$ cat config.mk
export PLATFORM = sky130hd
export DESIGN_NAME = mem_slave
export DESIGN_NICKNAME = d
export VERILOG_FILES = /design/src/rtl/mem_slave.sv
export SDC_FILE = /design/constraint.sdc
export NUM_CORES = 1
export LEC_CHECK = 0
export ABC_AREA = 1
export CAP_MARGIN = 10
export CORE_MARGIN = 2
export CORE_UTILIZATION = 45
export DETAILED_ROUTE_END_ITERATION = 12
export GPL_TIMING_DRIVEN = 0
export MAX_ROUTING_LAYER = met4
export PLACE_DENSITY = 0.66
export SYNTH_ARGS = -nofsm -noshare
export SYNTH_HDL_FRONTEND = slang
export SYNTH_SLANG_ARGS = --single-unit
$ cat constraint.sdc
create_clock -name clk -period 2.8 [get_ports clk]
set_input_delay 0.42 -clock clk [delete_from_list [all_inputs] [get_ports clk]]
set_output_delay 0.42 -clock clk [all_outputs]
set_load 0.05 [all_outputs]
$ cat src/rtl/mem_slave.sv
// -----------------------------------------------------------------------------
// mem_slave
//
// Single-port word-addressed memory slave with a power-on clear sweep.
//
// After reset is released the block sweeps the whole memory, writing zero to
// one word per clock (INIT). Once the last word is cleared it moves to READY
// and accepts one request per clock, with no stall. Each accepted request
// produces a one-cycle slv_rsp strobe on the following cycle. err qualifies
// that strobe. It flags a request with both wr and rd set, or one whose
// address lies beyond the populated memory. An erroring request has no side
// effects.
//
// Parameters
//   ADDR_WIDTH  address bus width
//   DATA_WIDTH  data bus width
//   MEM_SIZE    number of storage words, 1 .. 2**ADDR_WIDTH
//
// Ports
//   clk        in   clock, all state changes on its rising edge
//   reset      in   asynchronous active-low reset
//   wr         in   write request
//   rd         in   read request
//   addr       in   word address (ADDR_WIDTH)
//   wdata      in   write data (DATA_WIDTH)
//   rdata      out  read data, held until the next successful read response
//   slv_rsp    out  one-cycle response strobe per accepted request
//   err        out  error qualifier, meaningful only while slv_rsp=1
//   init_done  out  high once the clear sweep has completed
// -----------------------------------------------------------------------------
`timescale 1ns/1ps

module mem_slave #(
  parameter int ADDR_WIDTH = 8,
  parameter int DATA_WIDTH = 32,
  parameter int MEM_SIZE   = 16
) (
  input  logic                  clk,
  input  logic                  reset,
  input  logic                  wr,
  input  logic                  rd,
  input  logic [ADDR_WIDTH-1:0] addr,
  input  logic [DATA_WIDTH-1:0] wdata,
  output logic [DATA_WIDTH-1:0] rdata,
  output logic                  slv_rsp,
  output logic                  err,
  output logic                  init_done
);

  // Width of a word index into the storage array. A single-word memory still
  // needs one index bit.
  localparam int IDX_W = (MEM_SIZE > 1) ? $clog2(MEM_SIZE) : 1;

  // MEM_SIZE may equal 2**ADDR_WIDTH. The range check therefore runs one bit
  // wider than the address, so that every address compares as unsigned and no
  // address wraps onto a valid word.
  localparam logic [ADDR_WIDTH:0] MEM_SIZE_EXT = (ADDR_WIDTH + 1)'(MEM_SIZE);
  localparam logic [IDX_W-1:0]    LAST_IDX     = IDX_W'(MEM_SIZE - 1);

  typedef enum logic {
    ST_INIT  = 1'b0,
    ST_READY = 1'b1
  } state_e;

  // ---------------------------------------------------------------------------
  // State
  // ---------------------------------------------------------------------------
  state_e                  state_q,   state_d;
  logic [IDX_W-1:0]        sweep_q,   sweep_d;
  logic [DATA_WIDTH-1:0]   rdata_q,   rdata_d;
  logic                    slv_rsp_q, slv_rsp_d;
  logic                    err_q,     err_d;

  logic [DATA_WIDTH-1:0]   mem_q [MEM_SIZE];

  // Memory write port, shared by the clear sweep and host writes.
  logic                    mem_we;
  logic [IDX_W-1:0]        mem_idx;
  logic [DATA_WIDTH-1:0]   mem_wdata;

  // Request decode.
  logic                    req;
  logic                    addr_ok;
  logic [IDX_W-1:0]        addr_idx;

  assign req      = wr | rd;
  assign addr_ok  = ({1'b0, addr} < MEM_SIZE_EXT);
  // Only the low bits select a word. This is used solely when addr_ok holds,
  // so the upper address bits are zero at that point.
  assign addr_idx = addr[IDX_W-1:0];

  // ---------------------------------------------------------------------------
  // Next-state and datapath logic
  // ---------------------------------------------------------------------------
  always_comb begin
    // NOTE: every signal written in this block gets a default first, so no
    // path leaves one unassigned and no latch is inferred.
    state_d   = state_q;
    sweep_d   = sweep_q;
    rdata_d   = rdata_q;
    slv_rsp_d = 1'b0;
    err_d     = 1'b0;
    mem_we    = 1'b0;
    mem_idx   = sweep_q;
    mem_wdata = '0;

    unique case (state_q)
      ST_INIT: begin
        // Clear one word per clock. Host requests are ignored entirely.
        mem_we  = 1'b1;
        mem_idx = sweep_q;
        if (sweep_q == LAST_IDX) begin
          state_d = ST_READY;
          sweep_d = '0;
        end else begin
          sweep_d = sweep_q + IDX_W'(1);
        end
      end

      ST_READY: begin
        if (req) begin
          slv_rsp_d = 1'b1;
          err_d     = (wr & rd) | ~addr_ok;
          if (!err_d) begin
            if (wr) begin
              mem_we    = 1'b1;
              mem_idx   = addr_idx;
              mem_wdata = wdata;
            end else begin
              // The storage array is read here, so a read in the cycle after
              // a write to the same word sees the updated contents.
              rdata_d = mem_q[addr_idx];
            end
          end
        end
      end

      default: state_d = ST_INIT;
    endcase
  end

  // ---------------------------------------------------------------------------
  // Control and output registers
  // ---------------------------------------------------------------------------
  always_ff @(posedge clk or negedge reset) begin
    // NOTE: sequential state uses non-blocking assignments only. All
    // registers then update together from values sampled before the edge.
    if (!reset) begin
      state_q   <= ST_INIT;
      sweep_q   <= '0;
      rdata_q   <= '0;
      slv_rsp_q <= 1'b0;
      err_q     <= 1'b0;
    end else begin
      state_q   <= state_d;
      sweep_q   <= sweep_d;
      rdata_q   <= rdata_d;
      slv_rsp_q <= slv_rsp_d;
      err_q     <= err_d;
    end
  end

  // ---------------------------------------------------------------------------
  // Storage array
  // ---------------------------------------------------------------------------
  // NOTE: the array has no reset branch. Its contents are cleared only by the
  // INIT sweep, which keeps it mappable onto plain RAM. While reset is held
  // the FSM sits in INIT with the sweep at word 0. Word 0 is therefore
  // rewritten with zero on each clock. Nothing can observe this, because the
  // sweep clears that word again on the first edge after release.
  always_ff @(posedge clk) begin
    if (mem_we) begin
      mem_q[mem_idx] <= mem_wdata;
    end
  end

  // ---------------------------------------------------------------------------
  // Outputs
  // ---------------------------------------------------------------------------
  assign rdata     = rdata_q;
  assign slv_rsp   = slv_rsp_q;
  assign err       = err_q;
  assign init_done = (state_q == ST_READY);

endmodule

# Yosys cells after proc, flatten, opt, wreduce, memory -nomap -nowiden
# Memory sizes are Yosys's and may differ from the RTL's. A register that Yosys moved wholly into a read port is not among the register bits.
# Cells that the tools add are included.
[word_totals] output_inout_bits=35 mem_bits_rw=512 n_memories=1 ff_bits=7 elab_cells=38
[memory_table] name="mem_q" depth=16 width=32 rd=1 rd_clocked_by_memory_dff=1 write_ports=1 line="74" source="logic [DATA_WIDTH-1:0] mem_q [MEM_SIZE];"
[classes] add_sub_neg=1 n_bitwise=7 eq_ne=1 n_reduce_logical=2 mux=21 magnitude_cmp=1
[op_table] op="$mux 32" n=4
[op_table] op="$mux 4" n=4
[op_table] op="$mux 1" n=11
[op_table] op="$lt 8x5->1 const B" n=1
[op_table] op="$pmux 4 s2" n=1
[op_table] op="$add 4x1->4 const B" n=1
[op_table] op="$eq 4x4->1 const B" n=1
[op_table] op="$not 1->1" n=4
[op_table] op="$reduce_and 4->1" n=1
[op_table] op="$or 1x1->1" n=2
[op_table] op="$pmux 1 s2" n=1
[op_table] op="$and 1x1->1" n=1
[op_table] op="$logic_not 1->1" n=1

# Longest topological paths before layout
[logic_depth] word_depth=8 ltp_mapped=12 mapped_depth_nobuf=9

# Least setup slack after synthesis
# OpenSTA, ideal clock, no wires.
[synth_timing] kind="reg2reg" startpoint="register state_q (netlist: init_done)" endpoint="memory mem_q[12][0] (enable)" n_path_buf=2 path_slack_ps=-463 stages_incl_launch_ff=7 setup_ps=421 t_arrival_ps=2842 required_time_ps=2379 cell_sequence="dfrtp_1 > clkbuf_1 > nand3_4 > buf_6 > o21ai_4 > nand2_2 > nor2_1"
[synth_between] elab_chain_len=4 word_cells_on_any_way=5
[synth_lines] element="start, declared" line="68" source="state_e state_q, state_d;"
[synth_lines] element="start signal, assigned" line="155" source="state_q <= state_d;"
[synth_lines] element="$not 1->1"
[synth_lines] element="$pmux 1 s2" line="107" source="unique case (state_q)"
[synth_lines] element="$mux 1" line="172" source="if (mem_we) begin"
[synth_lines] element="$mux 1 (not written as such)" line="173" source="mem_q[mem_idx] <= mem_wdata;"
[synth_lines] element="end, declared" line="74"
# Several ways; a longest one is shown, not always the timed one.

# Worst setup path in the final report
[layout_timing] startpoint="input port addr[1]" endpoint="memory mem_q[8][7] (enable)"
[layout_between] elab_chain_len=8 word_cells_on_any_way=12
[layout_lines] element="start, declared" line="42" source="input logic [ADDR_WIDTH-1:0] addr,"
[layout_lines] element="$lt 8x5->1" line="87" source="assign addr_ok = ({1'b0, addr} < MEM_SIZE_EXT);"
[layout_lines] element="$not 1->1" line="123" source="err_d = (wr & rd) | ~addr_ok;"
[layout_lines] element="$or 1x1->1" line="123"
[layout_lines] element="$mux 1" line="124" source="if (!err_d) begin"
[layout_lines] element="$mux 1" line="121" source="if (req) begin"
[layout_lines] element="$pmux 1 s2" line="107"
[layout_lines] element="$mux 1" line="172"
[layout_lines] element="$mux 1 (not written as such)" line="173"
# Several ways; a longest one is shown, not always the timed one.

==> flow_summary_export.csv <==
group,metric,value,unit
min_path,hold_depth,3,
power_and_ir_drop,ir_drop,0.4923,mV
die,die_width,227.7,µm
synth,ys_ff_latch,551,
clock_tree,clkLatencyLatePin,0.61,ns
placement,hpwl,41290,µm
synth,synth_cells,1978,
die,die_area,51830,µm²
synth,yosys_warnings,0,
routing,ant_nets,0,
synth,avgSynthCellArea,11.38,µm²
sta,slew_violations,0,
global_route,grt_max_degree,27,
die,io_pins,79,
power_and_ir_drop,power.density,668.8,nW/µm²
sta,finClkSkew,0.02038,ns
sta,setup_slack,0.01091,ns
clock_tree,cts_tree,"built",
worst_setup_path,worst-path-max-fanout,21,
clock_tree,clk_pin_slew,0.07,ns
clock_tree,h-tree-depth,2,
synth,syn_area,22510,µm²
clock_tree,cts_root_buf,"clkbuf_16",
min_path,hp-class,"input port to flop",
synth,yosysSeqAreaShare,72.63,%
sta,clock.fmax,358.5,MHz
global_route,globalRouteOverflowTotal,0,
routing,vias_per_cell,5.481,
synth,synth_cell_types,27,
die,core,49150,µm²
routing,detailedRoute.firstIterationViolations,2131,
power_and_ir_drop,comb_power_share,6.7,%
worst_setup_path,crit_required,3.09,ns
global_route,antenna_found_initial,2,
routing,wl_per_cell,22.46,µm
die,start_util,45.80,%
global_route,grt_util_all_layers,25.84,%
clock_tree,cts_max_path_buffers,3,
sta,setup_viol,0,
global_route,grt_pass1_wl,94090,µm
routing,drcViolationCount,0,
routing,firstDrtPassIters,5,
power_and_ir_drop,switching_power,3.981,mW
power_and_ir_drop,pwr-share-clk,43.3,%
layout,final_util,54.54,%
die,placementRows,81,
synth,synth_nets,2023,
die,die_h,227.7,µm
placement,post-place-ws,-0.7882,ns
worst_setup_path,reg2reg_depth,8,
clock_tree,cts.sinks,551,
layout,drive_gt1_share,10.88,%
layout,area_growth,19.09,%
run,cap_viol_max_count,0,
run_status,outcome,"completed",
sta,period_needed,2.789,ns
power_and_ir_drop,p_sw_share,22.20,%
placement,port_buffers,75,
layout,final_net_count,2187,
power_and_ir_drop,seqPwrFrac,50.0,%
power_and_ir_drop,leakage,10.89,nW
routing,drt_wl_total,64110,µm
sta,slew-limit-headroom,22.40,%
sta,worst_pin_slew,1.160,ns
routing,num_vias,15647,
sta,period_share,99.61,%
worst_setup_path,critical_path_class,"input port to flop",
power_and_ir_drop,p_int,13.95,mW
global_route,grt_pass1_vias,15129,
clock_tree,cts_made_buffers,54,
worst_setup_path,start_kind,"input port",
worst_setup_path,critPathArrivalTime,3.08,ns
worst_setup_path,crit_path_end_kind,"flop",
placement,routabilityCongestion,0.8638,
sta,hold_viol,0,
==> cells in the final DEF, fill, tap and decap left out, drive strengths merged <==
master,n
inv,51
o21ai,7
buf,135
nand3,393
nand4,6
dlygate4sd3,1
ha,1
clkinvlp,2
clkbuf,87
clkdlybuf4s50,74
nor2,52
nand2,798
xor2,1
edfxtp,512
diode,3
dfrtp,39
clkinv,19
o31ai,1
bufinv,9
==> metal layers <==
metal  GRT usage, %  share of wire, %  up-vias  routed length [µm]
met5              -                 0        -                   0
met4          9.572               3.6        0                2285
met3          4.564               9.6      153                6175
met2          40.87                47      847               30250
met1          33.68                40     7534               25400
li1               -                 -     7113                   -
==> logic make-up after synthesis <==
logic type,share of synthesized area (%)
XOR/XNOR,0.03891
AND/OR/NAND/NOR,23.32
flip-flops,72.63
adder cells (fa/ha/maj),0.05557
AO/OA/AOI/OAI,0.2557
buffers and inverters,3.702
==> flip-flops by register name (all words and copies together) (netlist names) <==
| signal | count |
|---|---|
| mem_q | 512 |
| rdata | 32 |
| sweep_q | 4 |
| err | 1 |
| init_done | 1 |
| slv_rsp | 1 |
==> stage by stage <==
| step | area, µm² | instances | total power, mW | hold slack (ns) | TNS, ns |
|---|---|---|---|---|---|
| global route | 26810 | 2855 | 18.40 | 0.1777 | -0.7674 |
| floorplan | 22530 | 1978 | 9.842 | 0.1244 | -147.44 |
| CTS | 26620 | 2842 | 17.98 | 0.1579 | 0 |
| detailed placement | 24620 | 2734 | 10.33 | 0.4135 | -321.16 |
| finish | 26810 | 2855 | 17.93 | 0.1786 | 0 |
| global placement | 24110 | 2717 | 10.31 | 0.4629 | -1169.68 |
==> Yosys cell counts, drive strengths merged <==
library cell  count  area, µm²
ha                1      12.51
nand2           798       3013
xor2              1      8.760
o21ai             7      50.05
o31ai             1      7.510
nor2             52      214.0
clkinv            2      7.510
clkbuf           15      56.30
buf             102      585.6
dfrtp            39      975.9
nand3           393       1984
inv              49      183.9
nand4             6      37.54
edfxtp          512      15370
==> power by group through the flow <==
| stage | logic, mW | registers, mW | clock network [mW] |
|---|---|---|---|
| 2_1_floorplan | 0.499 | 9.34 | 0 |
| 3_3_place_gp | 1.17 | 9.14 | 0 |
| 3_5_place_dp | 1.18 | 9.14 | 0 |
| 4_1_cts | 1.19 | 8.97 | 7.81 |
| 5_1_grt | 1.28 | 8.97 | 8.15 |
| 6_report | 1.20 | 8.97 | 7.76 |
==> final cells by class <==
type,count,area (µm²)
tap,664,830.8
clock buffer,72,1523
clock inverter,30,379.1
sequential,551,16350
timing repair buffer,108,1434
antenna,3,7.507
buffer,117,643.1
multi-input combinational,1259,5450
inverter,51,191.4
fill,4089,22340
==> worst paths after layout <==
| check | from | endpoint | slack [ns] |
|---|---|---|---|
| worst min-delay path | wr | slv_rsp$_DFF_PN0_ | 0.18 |
| worst max register to register | init_done$_DFF_PN0_ | mem_q[3][10]$_DFFE_PP_ | 0.09 |
| worst min register to register | rdata[23]$_DFFE_PN0P_ | rdata[23]$_DFFE_PN0P_ | 0.48 |
| max in group asynchronous | reset | rdata[20]$_DFFE_PN0P_ | 1.95 |
| worst max-delay path | addr[1] | mem_q[8][7]$_DFFE_PP_ | 0.01 |
| min in group asynchronous | reset | rdata[30]$_DFFE_PN0P_ | 0.30 |
==> worst max-delay path, cell delays in order <==
cell	delay, ns
clkdlybuf4s50_1	0.49
inv_1	0.12
buf_2	0.32
buf_2	0.36
nand4_1	0.15
nand2_1	0.17
nand3_1	0.21
nor2_4	0.53
buf_12	0.28
==> timing repair <==
| item | CTS | global route |
|---|---|---|
| endpoints found under the hold margin | 13 | 0 |
| hold buffers | 1 | 0 |
| resized for setup | 0 | 3 |
| setup buffers | 5 | 10 |
| setup endpoints to repair | 64 | 174 |
| pin swaps | 3 | 9 |
| cloned | 0 | 0 |
Note: power is estimated with default switching activity, not from simulation.
